--- src/rtl/vending_pkg.sv ---
// Shared types and helpers for the multi-item vending machine.
// Holds the controller state encoding and the accepted coin denominations.
package vending_pkg;

  typedef enum logic [1:0] {
    ST_IDLE   = 2'd0,
    ST_CREDIT = 2'd1,
    ST_VEND   = 2'd2,
    ST_CHANGE = 2'd3
  } state_t;

  localparam int unsigned COIN_1   = 1;
  localparam int unsigned COIN_2   = 2;
  localparam int unsigned COIN_5   = 5;
  localparam int unsigned COIN_10  = 10;
  localparam int unsigned COIN_20  = 20;
  localparam int unsigned COIN_50  = 50;
  localparam int unsigned COIN_100 = 100;

  function automatic logic coin_is_valid(input int unsigned value);
    return (value == COIN_1)  || (value == COIN_2)  || (value == COIN_5)  ||
           (value == COIN_10) || (value == COIN_20) || (value == COIN_50) ||
           (value == COIN_100);
  endfunction

endpackage

--- src/rtl/vm_stock_bank.sv ---
// Per-item stock counters: restock, masked decrement, empty flags and a
// sold-out check of a selection mask.
module vm_stock_bank #(
  parameter int unsigned NUM_ITEMS  = 5,
  parameter int unsigned STOCK_W    = 4,
  parameter int unsigned INIT_STOCK = 3
) (
  input  logic                 clk,
  input  logic                 rst,
  input  logic                 restock_i,
  input  logic [NUM_ITEMS-1:0] dec_i,
  input  logic [NUM_ITEMS-1:0] check_i,
  output logic [NUM_ITEMS-1:0] empty_c,
  output logic                 sold_out_c
);

  logic [STOCK_W-1:0] r_stock [NUM_ITEMS];

  always_ff @(posedge clk or posedge rst) begin
    if (rst) begin
      for (int i = 0; i < int'(NUM_ITEMS); i++) r_stock[i] <= STOCK_W'(INIT_STOCK);
    end else begin
      for (int i = 0; i < int'(NUM_ITEMS); i++) begin
        if (restock_i)     r_stock[i] <= STOCK_W'(INIT_STOCK);
        else if (dec_i[i]) r_stock[i] <= r_stock[i] - STOCK_W'(1);
      end
    end
  end

  always_comb begin
    empty_c = '0;
    for (int i = 0; i < int'(NUM_ITEMS); i++) empty_c[i] = (r_stock[i] == '0);
  end

  assign sold_out_c = |(check_i & empty_c);

endmodule

--- src/rtl/vending_machine_multi.sv ---
// Multi-item vending controller: coin credit, all-or-nothing multi-item vend,
// per-item stock, cancel/timeout refund and a held change handshake.
module vending_machine_multi
  import vending_pkg::*;
#(
  parameter int unsigned NUM_ITEMS = 5,
  parameter int unsigned MONEY_W   = 9,
  parameter logic [NUM_ITEMS*MONEY_W-1:0] PRICES = {9'd30, 9'd100, 9'd10, 9'd40, 9'd20},
  parameter int unsigned MAX_CREDIT  = 500,
  parameter int unsigned STOCK_W     = 4,
  parameter int unsigned INIT_STOCK  = 3,
  parameter int unsigned TIMEOUT_CYC = 64
) (
  input  logic                 clk,
  input  logic                 rst,
  input  logic                 coin_valid_i,
  input  logic [MONEY_W-1:0]   coin_value_i,
  input  logic                 select_valid_i,
  input  logic [NUM_ITEMS-1:0] select_i,
  input  logic                 cancel_i,
  input  logic                 change_ack_i,
  input  logic                 restock_i,
  output logic                 vend_valid_o,
  output logic [NUM_ITEMS-1:0] vend_o,
  output logic                 change_valid_o,
  output logic [MONEY_W-1:0]   change_o,
  output logic [MONEY_W-1:0]   credit_o,
  output logic                 insufficient_money_o,
  output logic                 money_invalid_o,
  output logic                 sold_out_o,
  output logic [NUM_ITEMS-1:0] empty_o
);

  localparam int unsigned SUM_W = MONEY_W + $clog2(NUM_ITEMS);
  localparam int unsigned TMR_W = $clog2(TIMEOUT_CYC + 1);

  state_t               r_state;
  logic [MONEY_W-1:0]   r_credit;
  logic [NUM_ITEMS-1:0] r_mask;
  logic [SUM_W-1:0]     r_total;
  logic [TMR_W-1:0]     r_timer;

  logic [SUM_W-1:0]     w_total;
  logic [MONEY_W:0]     w_coin_sum;
  logic                 w_coin_ok;
  logic [MONEY_W-1:0]   w_vend_change;
  logic                 w_sold_out;
  logic [NUM_ITEMS-1:0] w_empty;
  logic [NUM_ITEMS-1:0] w_dec;
  logic                 w_restock;

  // Price of the requested basket, wide enough that no selection overflows.
  always_comb begin
    w_total = '0;
    for (int i = 0; i < int'(NUM_ITEMS); i++)
      if (select_i[i]) w_total = w_total + SUM_W'(PRICES[i*MONEY_W +: MONEY_W]);
  end

  assign w_coin_sum    = (MONEY_W+1)'(r_credit) + (MONEY_W+1)'(coin_value_i);
  assign w_coin_ok     = coin_is_valid(32'(coin_value_i)) &&
                         (w_coin_sum <= (MONEY_W+1)'(MAX_CREDIT));
  assign w_vend_change = r_credit - MONEY_W'(r_total);
  assign w_dec         = (r_state == ST_VEND) ? r_mask : '0;
  assign w_restock     = restock_i && (r_state == ST_IDLE);

  vm_stock_bank #(
    .NUM_ITEMS (NUM_ITEMS),
    .STOCK_W   (STOCK_W),
    .INIT_STOCK(INIT_STOCK)
  ) u_stock (
    .clk       (clk),
    .rst       (rst),
    .restock_i (w_restock),
    .dec_i     (w_dec),
    .check_i   (select_i),
    .empty_c   (w_empty),
    .sold_out_c(w_sold_out)
  );

  assign empty_o  = w_empty;
  assign credit_o = r_credit;

  always_ff @(posedge clk or posedge rst) begin
    if (rst) begin
      r_state              <= ST_IDLE;
      r_credit             <= '0;
      r_mask               <= '0;
      r_total              <= '0;
      r_timer              <= '0;
      vend_valid_o         <= 1'b0;
      vend_o               <= '0;
      change_valid_o       <= 1'b0;
      change_o             <= '0;
      insufficient_money_o <= 1'b0;
      money_invalid_o      <= 1'b0;
      sold_out_o           <= 1'b0;
    end else begin
      vend_valid_o         <= 1'b0;
      vend_o               <= '0;
      insufficient_money_o <= 1'b0;
      money_invalid_o      <= 1'b0;
      sold_out_o           <= 1'b0;
      case (r_state)
        ST_IDLE: begin
          r_timer <= '0;
          if (coin_valid_i) begin
            if (w_coin_ok) begin
              r_credit <= w_coin_sum[MONEY_W-1:0];
              r_state  <= ST_CREDIT;
            end else begin
              money_invalid_o <= 1'b1;
            end
          end
        end
        ST_CREDIT: begin
          // cancel beats select beats coin; a losing coin is bounced
          if (cancel_i) begin
            r_timer         <= '0;
            change_o        <= r_credit;
            change_valid_o  <= 1'b1;
            r_credit        <= '0;
            r_state         <= ST_CHANGE;
            money_invalid_o <= coin_valid_i;
          end else if (select_valid_i) begin
            r_timer         <= '0;
            money_invalid_o <= coin_valid_i;
            if (select_i != '0) begin
              if (w_sold_out) begin
                sold_out_o <= 1'b1;
              end else if (w_total > SUM_W'(r_credit)) begin
                insufficient_money_o <= 1'b1;
              end else begin
                r_mask  <= select_i;
                r_total <= w_total;
                r_state <= ST_VEND;
              end
            end
          end else if (coin_valid_i) begin
            r_timer <= '0;
            if (w_coin_ok) r_credit <= w_coin_sum[MONEY_W-1:0];
            else           money_invalid_o <= 1'b1;
          end else if (r_timer == TMR_W'(TIMEOUT_CYC - 1)) begin
            r_timer        <= '0;
            change_o       <= r_credit;
            change_valid_o <= 1'b1;
            r_credit       <= '0;
            r_state        <= ST_CHANGE;
          end else begin
            r_timer <= r_timer + TMR_W'(1);
          end
        end
        ST_VEND: begin
          money_invalid_o <= coin_valid_i;
          vend_valid_o    <= 1'b1;
          vend_o          <= r_mask;
          r_credit        <= '0;
          if (w_vend_change != '0) begin
            change_o       <= w_vend_change;
            change_valid_o <= 1'b1;
            r_state        <= ST_CHANGE;
          end else begin
            r_state <= ST_IDLE;
          end
        end
        ST_CHANGE: begin
          money_invalid_o <= coin_valid_i;
          if (change_ack_i) begin
            change_valid_o <= 1'b0;
            change_o       <= '0;
            r_state        <= ST_IDLE;
          end
        end
        default: r_state <= ST_IDLE;
      endcase
    end
  end

endmodule
--- config.mk ---
export PLATFORM = sky130hd
export DESIGN_NAME = vending_machine_multi
export DESIGN_NICKNAME = d
export VERILOG_FILES = /design/src/rtl/vending_pkg.sv /design/src/rtl/vm_stock_bank.sv /design/src/rtl/vending_machine_multi.sv
export SDC_FILE = /design/constraint.sdc
export NUM_CORES = 1
export LEC_CHECK = 0
export ABC_AREA = 1
export CAP_MARGIN = 20
export CELL_PAD_IN_SITES_DETAIL_PLACEMENT = 0
export CELL_PAD_IN_SITES_GLOBAL_PLACEMENT = 1
export CORE_UTILIZATION = 25
export DETAILED_ROUTE_END_ITERATION = 10
export MAX_ROUTING_LAYER = met4
export PLACE_DENSITY_LB_ADDON = 0.1
export SLEW_MARGIN = 20
export SYNTH_ARGS = -nofsm -noshare
export SYNTH_HDL_FRONTEND = slang
export SYNTH_SLANG_ARGS = --single-unit
--- constraint.sdc ---
create_clock -name clk -period 2.4 [get_ports clk]
set_input_delay 0.36 -clock clk [delete_from_list [all_inputs] [get_ports clk]]
set_output_delay 0.36 -clock clk [all_outputs]
set_load 0.03 [all_outputs]
==> metrics.yaml <==
floorplanning:
  start_util_pct: 25.6
  dieHeight_microns: 141
  die_x_microns: 141
  pin_count: 54
  coreArea_sq_mm: 0.0188
  rows: 50
  die_area_sq_mm: 0.0198
timing:
  setup_viol: 17
  fin_crit_ps: 2650
  fmax_mhz: 378
  rsz0062_at_grt: "yes"
  finalClockSkew_ps: 8.95
  slew_violations: 0
  maxSlewHeadroom_pct: 50.2
  holdWs_ps: 412
  hold_viol: 0
  layout_setup_ws_ps: -245
  worst_pin_slew_ps: 741
  finalCritPeriodShare_pct: 110
grt:
  grt_start_max_net_pins: 71
  antenna_found_initial: 0
  grt_pass1_vias: 4729
  grt_usage_pct: 15.8
  gr-total-overflow: 0
  grt_pass1_wl_microns: 23500
pwr:
  leakagePower_uw: 0.00359
  p_per_area_mw_per_mm2: 1100
  ir_drop_uv: 471
synth:
  synth_edf_count: 0
  netlist-cell-type-count: 43
  synth_area_sq_mm: 0.00482
  avgSynthCellArea_sq_um: 7.34
  synth_top_family_by_area: "simple AND/OR/NAND/NOR gates"
  synth_seq_cells: 70
  synthMuxAreaShare_pct: 0.208
  synth_top_area_share_pct: 31.2
  synth-simple-area-share_pct: 27.5
  synth_flop_cell: "dfrtp_1"
  synth-compound-area-share_pct: 12.3
  yosys-top-cells-area: "dfrtp_1 (31%), nand2_1 (14%), ha_1 (10%)"
  synthArstFlopShare_pct: 100
  yosysWarningCount: 0
  synth_fp_nets: 720
  synth_xor_area_share_pct: 2.88
  yosys.area_share.adder_pct: 11.2
  synth_largest_area_cell: "dfrtp_1"
  yosysSeqAreaShare_pct: 36.6
  synth_cells: 657
worst_hold_path:
  hold_path_class: "primary input to asynchronous set/reset pin"
cells_and_area:
  nets: 888
  antennaDiodeCount: 0
  stdcell_count: 1090
  seqCellArea_sq_mm: 0.00177
  drive_gt1_share_pct: 26.4
  fill_cells: 1947
  multi_input_area_sq_mm: 0.00299
  syn_to_final_growth_pct: 49.0
clock_network:
  cts_tree: "built"
  clkLatencyLatePin_ps: 340
  postCtsHoldBufs: 0
  cts_sinks: 70
  clk_pin_slew_ps: 60
  clockBufferDepth: 2
  htreeDepth: 3
  numCtsBuffers: 9
  cts_root_buf: "clkbuf_16"
outcome:
  failed_checks: "setup timing"
  outcome: "finished with violations"
place:
  dp_hpwl_microns: 11300
  placed_cells: 1056
  gp_congestion: 0.798
  port_buffers: 53
route:
  wl_microns: 14700
  wl_per_cell_microns: 13.5
  route.vias.total: 4716
  drt-initial-drc-count: 153
  drtAntennaViolNets: 0
  drc_errors: 0
  viasPerCell: 4.33
  first_pass_iters: 4
critical_path:
  path_common_cell: "nand2_1"
  start_kind: "primary input"
  max_stage_delay_ps: 230
  cp_max_fo: 3
  cp_slowest_cell: "ha_4"
  crit_required_ps: 2640
  r2r_start: "credit_o[1]"
  path_buf_inv: 3
  criticalPathCategory: "primary input to flip-flop"
  cp-startpoint: "select_i[1]"
  cp-end-kind: "flip-flop"
  worst_ep_arrival_time_ps: 2880
  path_delay_family: "simple AND/OR/NAND/NOR gates"
  cp_cell_sequence: "buf_6, buf_6, xor2_4, ha_4, nand2_2, xor2_2, nor2_1, nand2_1, nand2_2, nor2_2, nand2_1, xor2_1, inv_1, ha_4, a21oi_2, o21ai_2, a21oi_2, nand2_1, nand2_2, nand3_2, a21oi_2, nand2_1, nand2_1, nand2_1"
flow_run:
  drv_cap: 0
cell usage after synthesis, types with 2 or more instances:
cell      count
a21oi_1      33
a31oi_1       6
and3_1        6
buf_2         4
buf_6         3
clkbuf_1      3
dfrtp_1      60
dfstp_2      10
fa_1          2
ha_1         40
inv_1        96
inv_2         2
nand2_1     175
nand2_2       2
nand3_1      41
nand3b_1      5
nand4_1       3
nor2_1       52
nor3_1       20
o21a_1        5
o21ai_0      43
o21ai_1       6
o21bai_1      2
o22ai_1       6
or2_2         2
xnor2_1       4
xor2_1       10
layout by cell type, fill, tap and decap left out, types with 8 or more instances in the layout:
| master | synthesis | routed |
|---|---|---|
| nor2_1 | 52 | 42 |
| inv_1 | 96 | 90 |
| dfrtp_1 | 60 | 58 |
| nand3_1 | 41 | 35 |
| o21ai_1 | 6 | 8 |
| dfstp_2 | 10 | 10 |
| nand2_2 | 2 | 9 |
| buf_4 | 1 | 105 |
| clkdlybuf4s50_1 | 0 | 43 |
| clkbuf_16 | 0 | 9 |
| ha_4 | 0 | 9 |
| a21oi_1 | 33 | 27 |
| ha_1 | 40 | 29 |
| nor3_1 | 20 | 20 |
| o21ai_0 | 43 | 39 |
| nand2_1 | 175 | 166 |
metrics by stage:
stage	total power, uW	util (%)	setup WS (ps)	setup TNS, ps	area [sq um]
detailed placement	6030	34.1	-1140	-24110	6420
finish	7910	38.1	-245	-2790	7180
floorplan	4380	-	-408	-5480	4890
CTS	7670	36.6	-391	-4950	6890
global placement	5990	34.1	-1070	-22940	6420
global route	8580	38.1	-450	-7420	7180
metal layers:
| metal | GRT usage (%) | routed length [microns] | vias to the layer above |
|---|---|---|---|
| met1 | 21.0 | 7450 | 2190 |
| li1 | - | - | 2463 |
| met5 | - | 0 | - |
| met2 | 24.6 | 6770 | 52 |
| met3 | 2.62 | 317 | 11 |
| met4 | 5.09 | 202 | 0 |
cell type report:
| cell class | count | share of cell area (%) |
|---|---|---|
| Clock inverter | 7 | 1.01 |
| Sequential cell | 70 | 24.6 |
| Clock buffer | 9 | 3.14 |
| Tap cell | 260 | 4.53 |
| Timing Repair Buffer | 165 | 19.8 |
| Inverter | 99 | 5.31 |
| Multi-Input combinational cell | 480 | 41.6 |
flip-flops by register name (all words and copies together) (netlist names):
register              count
credit_o                  9
change_valid_o            1
change_o                  9
r_state                   2
vend_valid_o              1
r_total                   8
vend_o                    5
u_stock.r_stock          20
r_mask                    5
r_timer                   7
insufficient_money_o      1
money_invalid_o           1
sold_out_o                1
what timing repair did:
item,in CTS,in global routing
hold endpoints to repair,0,0
setup endpoints to repair,39,36
cloned,1,2
buffers inserted,10,5
pin swaps,24,21
resized for setup,41,53
worst reg2reg max path: cells and delay by family (launching register included):
family	cells	cell delay [ps]
AND/OR/NAND/NOR	5	730
adder cells (fa/ha/maj)	2	500
flip-flops	1	430
buffers and inverters	3	250
XOR/XNOR	1	240
AO/OA/AOI/OAI	1	160
power breakdown:
group | internal, uW | switching (uW)
Combinational | 2000 | 2630
Sequential | 1640 | 272
Clock | 806 | 563
worst paths after layout:
kind | endpoint | depth (start not counted) | slack [ps]
worst max-delay path | r_state[0] | 24 | -250
worst min-delay path | u_stock.r_stock[7] | 3 | 410
worst max register to register | change_valid_o | 12 | -30
worst min register to register | change_o[2] | 2 | 470
max in group asynchronous | credit_o[1] | 3 | 1630
min in group clk | r_mask[1] | 4 | 420
logic make-up after synthesis:
group                    after synthesis
AO/OA/AOI/OAI                        108
XOR/XNOR                              15
adder cells (fa/ha/maj)               42
buffers and inverters                110
flip-flops                            70
multiplexers                           1
AND/OR/NAND/NOR                      311
(Power assumes the default switching activity.)
==> RTL change (config.mk and constraints unchanged) <==
Make the reset (`rst`) synchronous in 2 clocked blocks.
--- a/src/rtl/vm_stock_bank.sv
+++ b/src/rtl/vm_stock_bank.sv
@@ -18,3 +18,3 @@
 
-  always_ff @(posedge clk or posedge rst) begin
+  always_ff @(posedge clk) begin
     if (rst) begin
--- a/src/rtl/vending_machine_multi.sv
+++ b/src/rtl/vending_machine_multi.sv
@@ -82,3 +82,3 @@
 
-  always_ff @(posedge clk or posedge rst) begin
+  always_ff @(posedge clk) begin
     if (rst) begin
Behaviour: differs if rst is asserted again (counterexample within 4 cycles, from zero or initial values and one cycle with rst high); with rst held inactive, the same outputs for 4 cycles.
==> RTL change against the unedited design <==
The run still ends with negative setup slack left. Non-clock buffer count decreased by 12. Worst hold slack got worse by 19 ps. Maximum frequency is 9.2% lower. Area after synthesis fell by 1.8%. Count of clock-buffer cells in the layout did not move. Wire length is 5.3% lower. Setup slack got worse by 270 ps. Sequential cell count is the same. First-iteration DRC count shrank 15%. Global-route usage is 0.28 points lower. Final area fell by 5.2%. Final cell count fell by 4.4%.
Power is not compared: it rests on default switching activity, and its combinational part moved more than twofold at a synthesized area within 25%.
==> RTL change: results (changes against the unedited design) <==
The sequential cell area share came out at 0.236 (was 0.246). Violated checks: negative setup slack (unchanged). Final worst slack: -513 ps (was -245 ps).

Met1 usage in global routing: 0.185 (was 0.210). The run finished, with violations left. The run gives 130 (was 153) as the DRC violation total after the first TritonRoute iteration. The register area share after synthesis was 0.338 (was 0.366); the largest fanout on the critical path was 8 (was 3).

The logs give 6870 µm (was 6770 µm) for the wire length on met2 and 2890 µm² (was 2990 µm²) for the area taken by multi-input logic gates. Number of ordinary and repair buffers in the finished layout: 153 (was 165). The unique cell type count in the Yosys netlist came out at 45 (was 43). Number of filler cells placed in the layout: 1942 (was 1947). The area share of buffers outside the clock network was 0.191 (was 0.198); the final number of setup-violating endpoints was 16 (was 17).

The family with the most delay on the worst path was buffers and inverters (was simple AND/OR/NAND/NOR gates). The share of post-route cells with drive strength above 1 is 0.251 (was 0.264), and the clock buffer and inverter area fraction after layout is 0.0414 (was 0.0415). The depth of the worst register-to-register path was 13 (was 12); the via-per-instance ratio was 4.44 (was 4.33). The worst hold-check path type is in -> reg (was in -> async). Top area cells in the synthesized netlist: sky130_fd_sc_hd__dfxtp_1 21%, sky130_fd_sc_hd__edfxtp_1 13%, sky130_fd_sc_hd__nand2_1 11%, sky130_fd_sc_hd__ha_1 11%, sky130_fd_sc_hd__inv_1 8.7% (was sky130_fd_sc_hd__dfrtp_1 31%, sky130_fd_sc_hd__nand2_1 14%, sky130_fd_sc_hd__ha_1 10%, sky130_fd_sc_hd__inv_1 7.5%, sky130_fd_sc_hd__dfstp_2 5.5%). Post-route met1 wirelength: 6560 µm (was 7450 µm). The logs give 871 (was 888) for the final-stage net count and 355 µm (was 317 µm) for the met3 wire length.
==> RTL change: cell types whose count changed in the layout (fill, tap and decap cells not counted), sizes merged, moves of 6 or more <==
cell    before  now
nor2        54   76
dfstp       10    0
edfxtp       0   20
o21ai       50   43
buf        115  103
a211oi       1    7
inv        100  116
and3         6    0
nand2      177  140
dfrtp       60    0
xor2        11   17
dfxtp        0   50
nor3        20    6
a21oi       33   43
==> RTL change: logic make-up after synthesis <==
logic type,count (synthesis),synth area share
simple gates,284,0.264
buf+inv,126,0.105
compound gates,111,0.138
flops,70,0.338
fa+ha+maj,42,0.114
xor+xnor,20,0.0402
==> RTL change: worst min-delay path, delay by kind of cell <==
family	cells	cell delay, ps
AO/OA/AOI/OAI	1	50
buffers and inverters	3	280
==> RTL change: through the flow <==
stage          area (µm²)  setup WS (ps)  instances
6_report             6800           -513       1042
5_1_grt              6800           -780       1042
4_1_cts              6620           -486       1036
3_5_place_dp         6150          -1390       1011
3_3_place_gp         6150          -1350       1011
2_1_floorplan        4760           -572        653
==> RTL change: repair_timing <==
action,4_1_cts,5_1_grt
setup endpoints to repair,28,37
pin swaps,18,25
cloned,2,0
buffers inserted,7,7
resized for setup,52,37
==> RTL change: path summary, 6_finish.rpt <==
check / startpoint / endpoint / slack [ps]
setup / recovery: select_i[1] / r_total[3] / -510
hold / removal: select_i[1] / r_mask[1] / 390
setup reg to reg: credit_o[0] / r_state[0] / 160
hold reg to reg: r_timer[6] / r_timer[6] / 460
==> RTL change: where the power goes <==
part	switching [µW]	internal (µW)
clock	566	714
combinational	350	315
sequential	13.0	1230
total	928	2260
